`config.mk`:
```
export PLATFORM = sky130hd
export DESIGN_NAME = mem_port_arbiter
export DESIGN_NICKNAME = d
export VERILOG_FILES = /design/src/rtl/mem_port_arbiter_pkg.sv /design/src/rtl/mem_port_arbiter_streak.sv /design/src/rtl/mem_port_arbiter.sv
export SDC_FILE = /design/constraint.sdc
export NUM_CORES = 1
export LEC_CHECK = 0
export ABC_AREA = 0
export BUFFER_PORTS_ARGS = -buffer_cell sky130_fd_sc_hd__buf_4
export CORE_AREA = 2 2 131 133
export DETAILED_ROUTE_END_ITERATION = 6
export DIE_AREA = 0 0 133 135
export REMOVE_ABC_BUFFERS = 1
export SLEW_MARGIN = 10
export SYNTH_ARGS = -nofsm -noshare
export SYNTH_HDL_FRONTEND = slang
export SYNTH_HIERARCHICAL = 1
export SYNTH_SLANG_ARGS = --single-unit
```
`constraint.sdc`:
```
create_clock -name clock -period 3.6 [get_ports clock]
set_clock_uncertainty 0.2 [all_clocks]
set_input_delay 0.18 -clock clock [delete_from_list [all_inputs] [get_ports clock]]
set_output_delay 0.18 -clock clock [all_outputs]
set_load 0.02 [all_outputs]
```
`src/rtl/mem_port_arbiter_pkg.sv`:
```
// mem_port_arbiter_pkg: sequencer states and read-owner tags shared by the arbiter
package mem_port_arbiter_pkg;
    typedef enum logic [1:0] {ST_BOOT, ST_DRAIN, ST_RUN} state_t;
    typedef enum logic [1:0] {OWN_NONE, OWN_FETCH, OWN_DATA} owner_t;
endpackage

```
`src/rtl/mem_port_arbiter_streak.sv`:
```
// mem_port_arbiter_streak: data-priority arbitration with a saturating streak that forces fetch through
module mem_port_arbiter_streak #(
    parameter int MAX_DATA_STREAK = 4
) (
    input  logic clock,
    input  logic reset_n,
    input  logic run,
    input  logic fetch_req,
    input  logic data_req,
    output logic fetch_gnt,
    output logic data_gnt
);
    localparam logic [3:0] MAX = 4'(MAX_DATA_STREAK);
    logic [3:0] streak_q, streak_d;
    always_comb begin
        fetch_gnt = run && fetch_req && (!data_req || streak_q == MAX);
        data_gnt  = run && data_req && !fetch_gnt;
        streak_d  = (!fetch_req || fetch_gnt) ? 4'd0 :
                    (data_gnt && streak_q != MAX) ? streak_q + 4'd1 : streak_q;
    end
    always_ff @(posedge clock) begin
        if (!reset_n) streak_q <= 4'd0;
        else          streak_q <= streak_d;
    end
endmodule

```
`src/rtl/mem_port_arbiter.sv`:
```
// mem_port_arbiter: boot-then-run sequencer sharing one memory port between loader, fetch and data stage
module mem_port_arbiter
    import mem_port_arbiter_pkg::*;
#(
    parameter int ADDR_WIDTH      = 32,
    parameter int DATA_WIDTH      = 32,
    parameter int MAX_DATA_STREAK = 4
) (
    input  logic                  clock,
    input  logic                  reset_n,
    input  logic                  boot_req,
    input  logic                  boot_wren,
    input  logic [ADDR_WIDTH-1:0] boot_address,
    input  logic [DATA_WIDTH-1:0] boot_data_in,
    input  logic                  boot_done,
    input  logic                  fetch_req,
    input  logic [ADDR_WIDTH-1:0] fetch_address,
    output logic                  fetch_gnt,
    output logic                  fetch_rvalid,
    output logic [DATA_WIDTH-1:0] fetch_data,
    input  logic                  data_req,
    input  logic                  data_wren,
    input  logic [ADDR_WIDTH-1:0] data_address,
    input  logic [DATA_WIDTH-1:0] data_wdata,
    output logic                  data_gnt,
    output logic                  data_rvalid,
    output logic [DATA_WIDTH-1:0] data_rdata,
    output logic [ADDR_WIDTH-1:0] mem_address,
    output logic                  mem_wren,
    output logic [DATA_WIDTH-1:0] mem_data_in,
    input  logic [DATA_WIDTH-1:0] mem_data_out,
    output logic                  fetch_stall,
    output logic                  busy
);
    state_t state_q, state_d;
    owner_t owner_q, owner_d;

    mem_port_arbiter_streak #(.MAX_DATA_STREAK(MAX_DATA_STREAK)) u_streak (
        .clock     (clock),
        .reset_n   (reset_n),
        .run       (state_q == ST_RUN),
        .fetch_req (fetch_req),
        .data_req  (data_req),
        .fetch_gnt (fetch_gnt),
        .data_gnt  (data_gnt)
    );

    always_comb begin
        state_d     = (state_q == ST_BOOT) ? (boot_done ? ST_DRAIN : ST_BOOT) : ST_RUN;
        owner_d     = fetch_gnt ? OWN_FETCH : (data_gnt && !data_wren) ? OWN_DATA : OWN_NONE;
        mem_address = '0;
        mem_wren    = 1'b0;
        mem_data_in = '0;
        if (state_q == ST_BOOT && boot_req) begin
            mem_address = boot_address;
            mem_wren    = boot_wren;
            mem_data_in = boot_data_in;
        end else if (fetch_gnt) begin
            mem_address = fetch_address;
        end else if (data_gnt) begin
            mem_address = data_address;
            mem_wren    = data_wren;
            mem_data_in = data_wren ? data_wdata : '0;
        end
    end

    // read data returns one cycle after its grant, steered by the registered owner
    assign fetch_rvalid = owner_q == OWN_FETCH;
    assign data_rvalid  = owner_q == OWN_DATA;
    assign fetch_data   = fetch_rvalid ? mem_data_out : '0;
    assign data_rdata   = data_rvalid ? mem_data_out : '0;
    assign fetch_stall  = fetch_req && !fetch_gnt;
    assign busy         = state_q != ST_RUN;

    always_ff @(posedge clock) begin
        if (!reset_n) begin
            state_q <= ST_BOOT;
            owner_q <= OWN_NONE;
        end else begin
            state_q <= state_d;
            owner_q <= owner_d;
        end
    end
endmodule

```
# Word level (Yosys, flattened, before mapping)
# Index checks and enable logic that the tools add are counted.
# classes
addsub,1
n_eq_ne,6
muxes,16
bitwise,1
n_reduce_logical,18
# op_table
op,count
32-bit 2-to-1 mux,9
1-bit logical AND,8
1-bit 2-to-1 mux,5
4-bit by 1-bit adder with 4-bit output (second input constant),1
2-bit == test (second input constant),2
4-bit by 3-bit == test with 1-bit output (second input constant),1
1-bit zero test,4
2-bit 2-to-1 mux,2
4-bit by 3-bit != test with 1-bit output (second input constant),1
2-bit OR reduction,2
2-bit by 1-bit == test with 1-bit output (second input constant),1
2-bit zero test,1
1-bit logical OR,2
2-bit != test (second input constant),1
2-bit AND reduction,1
1-bit NOT,1
# totals
register_bits,8
inputBits,200
output_inout_bits,135

# Longest topological paths before layout
# Gate-level depths: netlist of the first run.
# logic_depth
word_depth,8
mapped_depth,12
depth_no_buf,7

# Modules after synthesis
# The synthesis of the first run kept the hierarchy.
# modules_own_cells
module,instances,cells_each,area_each_um2,seq_area_each_um2
mem_port_arbiter,1,327,2287.2,80.1
mem_port_arbiter_streak,1,28,247.7,80.1

# Worst setup path after synthesis of the first run
# Ideal clock, no wire load.
# synth_path
kind,register -> output
start,register state_q[0]
end,output port mem_data_in[0]
arrival_time_ps,3117
required_time_ps,3220
setup_slack_ps,103
stages_incl_launch_ff,13
n_path_buf,5
path_cell_list,dfxtp_1 > clkbuf_1 > buf_2 > nand2b_1 > inv_1 > nand2_1 > a21oi_1 > nor2_1 > clkbuf_1 > nor2b_1 > buf_2 > buf_2 > a41o_1
# synth_between
elab_chain_cells,8
elab_cells_between_ends,11
cone_classes,1 x eq/ne; 3 x mux; 7 x reduce/logical
# synth_lines
item,line,rtl
"start, declared",mem_port_arbiter.sv:35,"state_t state_q, state_d;"
"start signal, assigned",mem_port_arbiter.sv:80,state_q <= state_d;
2-bit == test,mem_port_arbiter.sv:41,".run (state_q == ST_RUN),"
1-bit logical AND (2 in series),mem_port_arbiter_streak.sv:16,fetch_gnt = run && fetch_req && (!data_req || streak_q == MAX);
via fetch_gnt,mem_port_arbiter.sv:18,"output logic fetch_gnt,"
1-bit zero test,mem_port_arbiter_streak.sv:17,data_gnt = run && data_req && !fetch_gnt;
1-bit logical AND,mem_port_arbiter_streak.sv:17,
via data_gnt,mem_port_arbiter.sv:25,"output logic data_gnt,"
32-bit 2-to-1 mux,mem_port_arbiter.sv:60,end else if (data_gnt) begin
32-bit 2-to-1 mux,mem_port_arbiter.sv:58,end else if (fetch_gnt) begin
32-bit 2-to-1 mux,mem_port_arbiter.sv:54,if (state_q == ST_BOOT && boot_req) begin
"end, declared",mem_port_arbiter.sv:30,"output logic [DATA_WIDTH-1:0] mem_data_in,"
# The timed path passes the listed nets, and every way through them passes these cells.

# Worst setup path after layout of the first run
# layout_path
start,register u_streak.streak_q[0]
end,output port mem_data_in[9]
# layout_between
elab_chain_cells,8
# layout_lines
item,line,rtl
"start, declared",mem_port_arbiter_streak.sv:14,"logic [3:0] streak_q, streak_d;"
"start signal, assigned",mem_port_arbiter_streak.sv:23,else streak_q <= streak_d;
4-bit by 3-bit == test with 1-bit output (*),mem_port_arbiter_streak.sv:16,
1-bit logical OR (*),mem_port_arbiter_streak.sv:16,
1-bit logical AND (*),mem_port_arbiter_streak.sv:16,
1-bit zero test,mem_port_arbiter_streak.sv:17,
1-bit logical AND,mem_port_arbiter_streak.sv:17,
32-bit 2-to-1 mux,mem_port_arbiter.sv:60,
32-bit 2-to-1 mux (*),mem_port_arbiter.sv:58,
32-bit 2-to-1 mux (*),mem_port_arbiter.sv:54,
# Every way passes the cells marked *; elsewhere a longest branch is shown, timed or not.

==> results of run 1 <==
## where the power goes
part	switching (W)	internal (W)
Combinational	0.000297	0.000314
Sequential	0.00000129	0.0000916
Clock	0.0000432	0.000143
## routing by layer
metal  vias up  GRT usage  part of all wire
li1       1963          -                 -
met1      1826     0.1539              0.37
met2       219     0.2516              0.51
met3        18    0.03378             0.096
met4         0    0.03226             0.018
met5         -          0                 0
## worst min-delay path, stage by stage
cell and delay, ns:
buf_4 0.12, nand2_1 0.14, a211oi_2 0.04
## sequential cells by signal, indices dropped and copies added, names as in the netlist
name	cells
owner_q	2
u_streak/streak_q	4
state_q	2
## cell families after synthesis
logic type / after synthesis / share of synthesized area
AO/OA/AOI/OAI: 74 / 0.2330
adder cells (fa/ha/maj): 2 / 0.009870
buffers and inverters: 56 / 0.09575
flip-flops: 8 / 0.06318
AND/OR/NAND/NOR: 215 / 0.5982
## through the flow
stage | hold WS [ns] | worst slack (ns) | area, µm²
global placement | 0.2338 | 0.9878 | 5187
global route | 0.1194 | 0.5388 | 5283
CTS | 0.1071 | 0.7329 | 5283
floorplan | 0.09779 | -3.902 | 2303
finish | 0.1103 | 0.7431 | 5283
detailed placement | 0.2309 | 0.9811 | 5187
## how the worst max path moves through the flow
stage                              start  cells after the start         endpoint
finish              u_streak/streak_q[0]                      9   mem_data_in[9]
global route        u_streak/streak_q[0]                      9  mem_data_in[28]
CTS                 u_streak/streak_q[0]                      9   mem_data_in[9]
detailed placement  u_streak/streak_q[0]                      9   mem_data_in[2]
global placement    u_streak/streak_q[0]                      9         mem_wren
floorplan                     state_q[1]                      7         mem_wren
## placed cells by master, fill, tap and decap left out
cell	n
dfxtp_1	6
a41o_1	32
and3b_1	2
clkbuf_16	3
nand4_1	1
and2_1	65
a31oi_1	33
or3b_2	1
a21oi_4	1
o21a_1	1
nor2_2	1
and4bb_2	1
nor2b_2	1
nand3b_1	33
o21ai_0	3
inv_1	3
dfxtp_2	2
or4_4	1
nor3_1	1
a31o_2	1
nand3_1	1
a211oi_2	1
buf_4	345
or3_1	1
nor4_1	1
a211oi_1	2
ha_1	2
dlygate4sd3_1	2
nor4bb_1	33
nand2b_1	1
nand2_2	1
nand2_1	35
nor2b_1	3
nor4b_1	32
## layout make-up
| cell class | count | share of cell area |
|---|---|---|
| Clock buffer | 3 | 0.01421 |
| Inverter | 3 | 0.002132 |
| Multi-Input combinational cell | 291 | 0.4067 |
| Sequential cell | 8 | 0.03079 |
| Tap cell | 220 | 0.05211 |
| Timing Repair Buffer | 347 | 0.4941 |
## repair_timing
| item | in CTS | in global routing |
|---|---|---|
| endpoints found under the hold margin | 2 | 0 |
| endpoints found under the setup margin | 0 | 0 |
| hold buffers | 2 | 0 |
==> impl_metrics.ini, run 1 <==
[outcome]
outcome = complete, no violations

[die]
die_area_mm2 = 0.01796
die_y_um = 135
core_mm2 = 0.01641
initial_core_util = 0.1545
ios = 335
die_width_um = 133
std_cell_rows = 47

[cts]
postCtsResizedCells = 0
clockBufferDepth = 2
cts_tree = done
clk_pin_slew_ns = 0.04
cts_buffers = 3
clk_latency_ns = 0.23
cts_setup_buffers = 0
clock-sinks = 8
cts_root_buf = clkbuf_16
htreeDepth = 1

[logic_synthesis]
syn_inst = 355
yosys_warnings = 6
syn-mean-instance-area_um2 = 7.141
synth_area_mm2 = 0.002535
synth_top_area_frac = 0.1604
yosys.area.top_type = and2_1
ys_top_cells_by_area = and2_1 (16%), nor4bb_1 (13%), a41o_1 (13%)
synth_edf_count = 0
ys_types = 34
async_reset_ff_frac = 0
synthMostInstantiatedCell = and2_1
seq_area_frac_synth = 0.06318
synth_flop_cell = dfxtp_1
synth_commonest_cells = and2_1 (65), clkbuf_1 (37), nand2_1 (35)
ys_ff_latch = 8

[cells_and_area]
final_cells = 872
regArea_um2 = 162.7
drive_gt1_frac = 0.5506
fillers = 1777
post-route-util = 0.3220
finalNetCount = 856
multi_input_area_mm2 = 0.002148
n_antenna_cell = 0
area_delta_synth_final_pct = 108.4

[run]
max_cap_viol_count = 0

[worst_setup_path]
reg2reg_depth = 8
reg2reg_to = owner_q[1]
critical_path.max_fanout = 72
cp.buffers_inverters = 4
path_delay_family = buffers and inverters
start_kind = flip-flop
endpoint_kind = output pin
r2r_slack_ns = 1.29
critical_path_arrival_ns = 2.48
r2r_start = u_streak/streak_q[0]
slowest_delay_ns = 0.52
path_common_cell = buf_4
cp_cell_sequence = inv_1 > ha_1 > nand3b_1 > a21oi_4 > buf_4 > nor2b_2 > buf_4 > a41o_1 > buf_4
criticalPathCategory = reg -> out
slowest_stage = buf_4
crit_required_ns = 3.22

[power]
p_leak_nw = 2.684
p_per_area_mw_per_mm2 = 168.6
ir_worst_vdd_mv = 0.1530
total_power_w = 0.0008906

[sta]
min_period_ns = 2.857
setup_tns_ns = 0
hold_viol = 0
fin_crit_sh = 0.7936
rsz0062_at_grt = no
max_freq_mhz = 350.0
setup_violations = 0
tightest_slew_ns = 0.7561
relSlewSlack = 0.4959
drv_slew = 0

[place]
hpwl_um = 10280
dp.cells = 867
port_buffers = 334
place_congestion = 0.8137

[drt]
postRouteAntennaNets = 0
viasPerCell = 4.617
wl_per_cell_um = 15.55
drcViolationCount = 0
via_count = 4026
drt_wl_total_um = 13560
drtPass1Iterations = 4
first_iter_violations = 222

[global_routing]
grt_pass1_vias = 3753
grt_overflow = 0
grt_use_total = 0.1349
grt_antenna_before_repair = 0
grt_pass1_wl_um = 20000
grt_max_degree = 73

[worst_hold_path]
hold-path-endpoint = u_streak/streak_q[3]
worstHoldStart = fetch_req
min_path_cells = 3
hp-class = in -> reg
Note: power is estimated with default switching activity, not from simulation.
==> inputs of run 2 (changes only) <==
- CORE_AREA: 2 2 131 133 -> 2 2 129 131
- DIE_AREA: 0 0 133 135 -> 0 0 131 133
- clock period: 3.6 -> 2.5 ns (I/O delays scaled with it)
==> impl_metrics.ini, run 2 (same netlist as run 1, synthesis figures left out) <==
[worst_setup_path]
reg2reg_depth = 8
criticalPathCategory = reg -> out
cp.buffers_inverters = 3
crit_required_ns = 2.17
slowest_delay_ns = 0.35
critical_path_arrival_ns = 2.05
cp_cell_sequence = inv_1 > ha_1 > nand3b_1 > a21oi_4 > nor2_4 > buf_12 > nand3b_1 > a31oi_1 > buf_4
path_depth = 9
slowest_stage = dfxtp_1
endpoint_kind = output pin
startpoint = u_streak/streak_q[1]
path_delay_family = simple AND/OR/NAND/NOR gates
start_kind = flip-flop
r2r_start = u_streak/streak_q[1]
path_common_cell = nand3b_1
critical_path.max_fanout = 33

[cells_and_area]
top_register = u_streak/streak_q
fillers = 1763
regArea_um2 = 162.7
n_antenna_cell = 0
multi_input_area_mm2 = 0.002172
drive_gt1_frac = 0.5586
largest_reg_flops = 4
finalNetCount = 870
area_delta_synth_final_pct = 117.4
reg.largest.list = u_streak/streak_q: 4 flops, owner_q: 2 flops, state_q: 2 flops
final_cell_mix = buf_4 (349), and2_1 (65), nand2_1 (35)
final_cells = 886
layout_commonest_cell = buf_4

[drt]
drtPass1Iterations = 4
viasPerCell = 4.754
drcViolationCount = 0
drt_wl_total_um = 17030
first_iter_violations = 213
postRouteAntennaNets = 0
via_count = 4212
wl_per_cell_um = 19.23

[global_routing]
grt_max_degree = 62
grt_pass1_vias = 4026
grt_pass1_wl_um = 23690
grt_antenna_before_repair = 0
grt_use_total = 0.1767
grt_overflow = 0

[power]
ir_worst_vdd_mv = 0.2119
p_leak_nw = 2.784
p_per_area_mw_per_mm2 = 242.1

[sta]
relSlewSlack = 0.6431
max_freq_mhz = 420.8
hold_viol = 0
drv_slew = 0
tightest_slew_ns = 0.5353
fin_ws_ns = 0.1234
min_period_ns = 2.377
setup_violations = 0
fin_crit_sh = 0.9507
rsz0062_at_grt = no

[die]
die_area_mm2 = 0.01742
die_y_um = 133
std_cell_rows = 47
die_width_um = 131
ios = 335
core_mm2 = 0.01617
initial_core_util = 0.1568

[cts]
clockBufferDepth = 2
clock-sinks = 8
cts_root_buf = clkbuf_16
htreeDepth = 1
cts_tree = done
clk_pin_slew_ns = 0.04
cts_buffers = 3
clk_latency_ns = 0.23

[outcome]
outcome = complete, no violations

[place]
pre_cts_ws_ns = 0.03393
port_buffers = 334
dp.cells = 874
hpwl_um = 13340
place_congestion = 0.8411

[worst_hold_path]
hp-class = in -> reg
worstHoldStart = data_req
min_path_cells = 3

[run]
max_cap_viol_count = 0
==> run 2: path summary, 6_finish.rpt <==
kind / end / slack [ns]
setup / recovery: mem_address[25] / 0.12
hold / removal: u_streak/streak_q[1] / 0.05
setup reg to reg: owner_q[1] / 0.64
hold reg to reg: u_streak/streak_q[1] / 0.33
==> run 2: worst register-to-register path, delay by kind of cell (launching register included) <==
kind / cells / cell delay [ns]
AND/OR/NAND/NOR: 4 / 0.75
adder cells (fa/ha/maj): 1 / 0.21
buffers and inverters: 2 / 0.20
flip-flops: 1 / 0.35
AO/OA/AOI/OAI: 1 / 0.10
==> run 2: cell type report <==
| type | count | area share |
|---|---|---|
| inverters | 3 | 0.002044 |
| clock buffers | 3 | 0.01362 |
| multi-input cells | 292 | 0.3942 |
| flip-flops and latches | 8 | 0.02952 |
| repair buffers | 360 | 0.5107 |
| well taps | 220 | 0.04995 |
==> run 2: report_power, final <==
part	internal [W]	leakage, nW	switching [W]
Clock	0.000206	0.0370	0.0000613
Sequential	0.000132	0.0656	0.00000252
Combinational	0.000480	2.68	0.000452
Total	0.000818	2.78	0.000516
==> run 2: metal layers <==
metal	track usage	vias to the layer above	share of wire
li1	-	1992	-
met1	0.2042	1947	0.38
met2	0.3374	263	0.52
met3	0.03356	10	0.091
met4	0.02541	0	0.0092
met5	0	-	0
==> run 2: repair_timing <==
action                                  4_1_cts  5_1_grt
gates cloned                                  1        1
buffers inserted                              4        0
endpoints found under the setup margin       62       31
hold buffers                                  3        0
resized for setup                             7        3
hold endpoints to repair                      4        0
pin swaps                                     0        1
==> run 2: stage by stage <==
step / utilization / setup TNS (ns) / hold slack [ns] / cell area [µm²] / total power (W)
floorplan: - / -324.04 / 0.04279 / 2303 / 0.0005055
CTS: 0.3382 / 0 / 0.05045 / 5469 / 0.001342
global placement: 0.3251 / 0 / 0.1711 / 5258 / 0.001045
finish: 0.3407 / 0 / 0.05181 / 5510 / 0.001334
detailed placement: 0.3251 / 0 / 0.1710 / 5258 / 0.001046
global route: 0.3407 / 0 / 0.05544 / 5510 / 0.001409
==> inputs of run 3 (changes only) <==
- SKIP_CTS_REPAIR_TIMING: unset -> 1
- clock period: 2.5 -> 2 ns (I/O delays scaled with it)
==> impl_metrics.ini, run 3 (same netlist as run 1, synthesis figures left out) <==
[sta]
relSlewSlack = 0.6187
setup_violations = 65
tightest_slew_ns = 0.5643
whs_ns = 0.008569
min_period_ns = 2.318
max_freq_mhz = 431.5
hold_viol = 0
setup_tns_ns = -15.08
fin_crit_sh = 1.159
fin_ws_ns = -0.3176
drv_slew = 0
rsz0062_at_grt = yes

[worst_setup_path]
reg2reg_depth = 9
endpoint_kind = output pin
critical_path.max_fanout = 5
crit_required_ns = 1.70
start_kind = flip-flop
criticalPathCategory = reg -> out
critical_path_arrival_ns = 2.02
r2r_start = u_streak/streak_q[1]
r2r_slack_ns = 0.19
reg2reg_to = owner_q[1]

[drt]
drcViolationCount = 0
postRouteAntennaNets = 0
first_iter_violations = 190
viasPerCell = 4.721
drt_wl_total_um = 17860
drtPass1Iterations = 5
wl_per_cell_um = 19.82
via_count = 4254

[cts]
clockBufferDepth = 2
cts_root_buf = clkbuf_16
htreeDepth = 1
clk_pin_slew_ns = 0.04
clock-sinks = 8
cts_buffers = 3
cts_tree = done
clk_latency_ns = 0.24

[place]
placed_cell_area_mm2 = 0.005315
place_congestion = 0.8422
port_buffers = 334
pre_cts_ws_ns = -0.4083
hpwl_um = 13190

[die]
ios = 335
die_width_um = 131
die_area_mm2 = 0.01742
std_cell_rows = 47
initial_core_util = 0.1568
die_y_um = 133
core_mm2 = 0.01617

[cells_and_area]
n_antenna_cell = 0
top_register = u_streak/streak_q
layout_commonest_cell = buf_4
largest_reg_flops = 4
fillers = 1701
final_cell_area_mm2 = 0.005917
reg.largest.list = u_streak/streak_q: 4 flops, owner_q: 2 flops, state_q: 2 flops
area_delta_synth_final_pct = 133.4
finalNetCount = 885
drive_gt1_frac = 0.5830
final_cell_mix = buf_4 (322), and2_1 (65), buf_6 (36)

[power]
p_leak_nw = 2.938
p_per_area_mw_per_mm2 = 298.2
total_power_w = 0.001765
ir_worst_vdd_mv = 0.2778

[global_routing]
grt_overflow = 0
grt_max_degree = 68
grt_antenna_before_repair = 1
grt_pass1_wl_um = 22550
grt_pass1_vias = 3815
grt_use_total = 0.1681

[worst_hold_path]
min_path_cells = 3
worstHoldStart = data_req
hp-class = in -> reg
hold-path-endpoint = u_streak/streak_q[1]

[outcome]
outcome = complete, but fails checks
violations = setup timing

[run]
max_cap_viol_count = 0
==> run 3: cell count changes in the layout (fill, tap and decap cells not counted), moves of 3 or more <==
cell       delta
a31oi_1       -3
a31oi_2       +3
buf_6        +35
clkbuf_16     +5
buf_4        -27
==> run 3: worst max-delay path, cell delays in order, from the launching register on <==
cell and delay [ns]:
dfxtp_2 0.32, inv_2 0.04, ha_4 0.15, nand3b_1 0.15, a21oi_4 0.10, nor2_4 0.11, buf_6 0.12, nor2b_4 0.26
clkbuf_16 0.20, a41o_1 0.20, buf_6 0.13
==> run 3: how the worst max path moves through the flow <==
stage | slack (ns) | to | from
after floorplan | -5.42 | mem_wren | state_q[1]
after global placement | -0.36 | mem_data_in[21] | u_streak/streak_q[0]
after detailed placement | -0.41 | mem_data_in[4] | u_streak/streak_q[0]
after CTS | -0.67 | mem_data_in[23] | u_streak/streak_q[0]
after global routing | -0.38 | mem_data_in[7] | u_streak/streak_q[1]
final | -0.32 | mem_data_in[7] | u_streak/streak_q[1]
==> run 3: metrics by stage <==
stage	instances	util
2_1_floorplan	302	-
6_report	901	0.3659
4_1_cts	883	0.3333
3_5_place_dp	880	0.3287
5_1_grt	901	0.3659
3_3_place_gp	880	0.3287
==> run 3: final cells by class <==
class                           instances  area [µm²]  share of cell area
Multi-Input combinational cell        292        2215              0.3743
Sequential cell                         8       165.2             0.02791
Timing Repair Buffer                  375        3176              0.5367
Clock buffer                            3       75.07             0.01269
Inverter                                3       11.26            0.001903
Tap cell                              220       275.3             0.04652
==> run 3: where the power goes <==
part	internal, W	switching, W
Sequential	0.000165	0.00000220
Clock	0.000258	0.0000850
Combinational	0.000665	0.000589
Total	0.00109	0.000676
==> run 3: layer usage <==
layer | vias up | GRT usage | wire [µm]
li1 | 2029 | - | -
met1 | 1978 | 0.1971 | 6703
met2 | 233 | 0.3181 | 9480
met3 | 12 | 0.03801 | 1560
met4 | 2 | 0.01418 | 102
met5 | - | 0 | 13
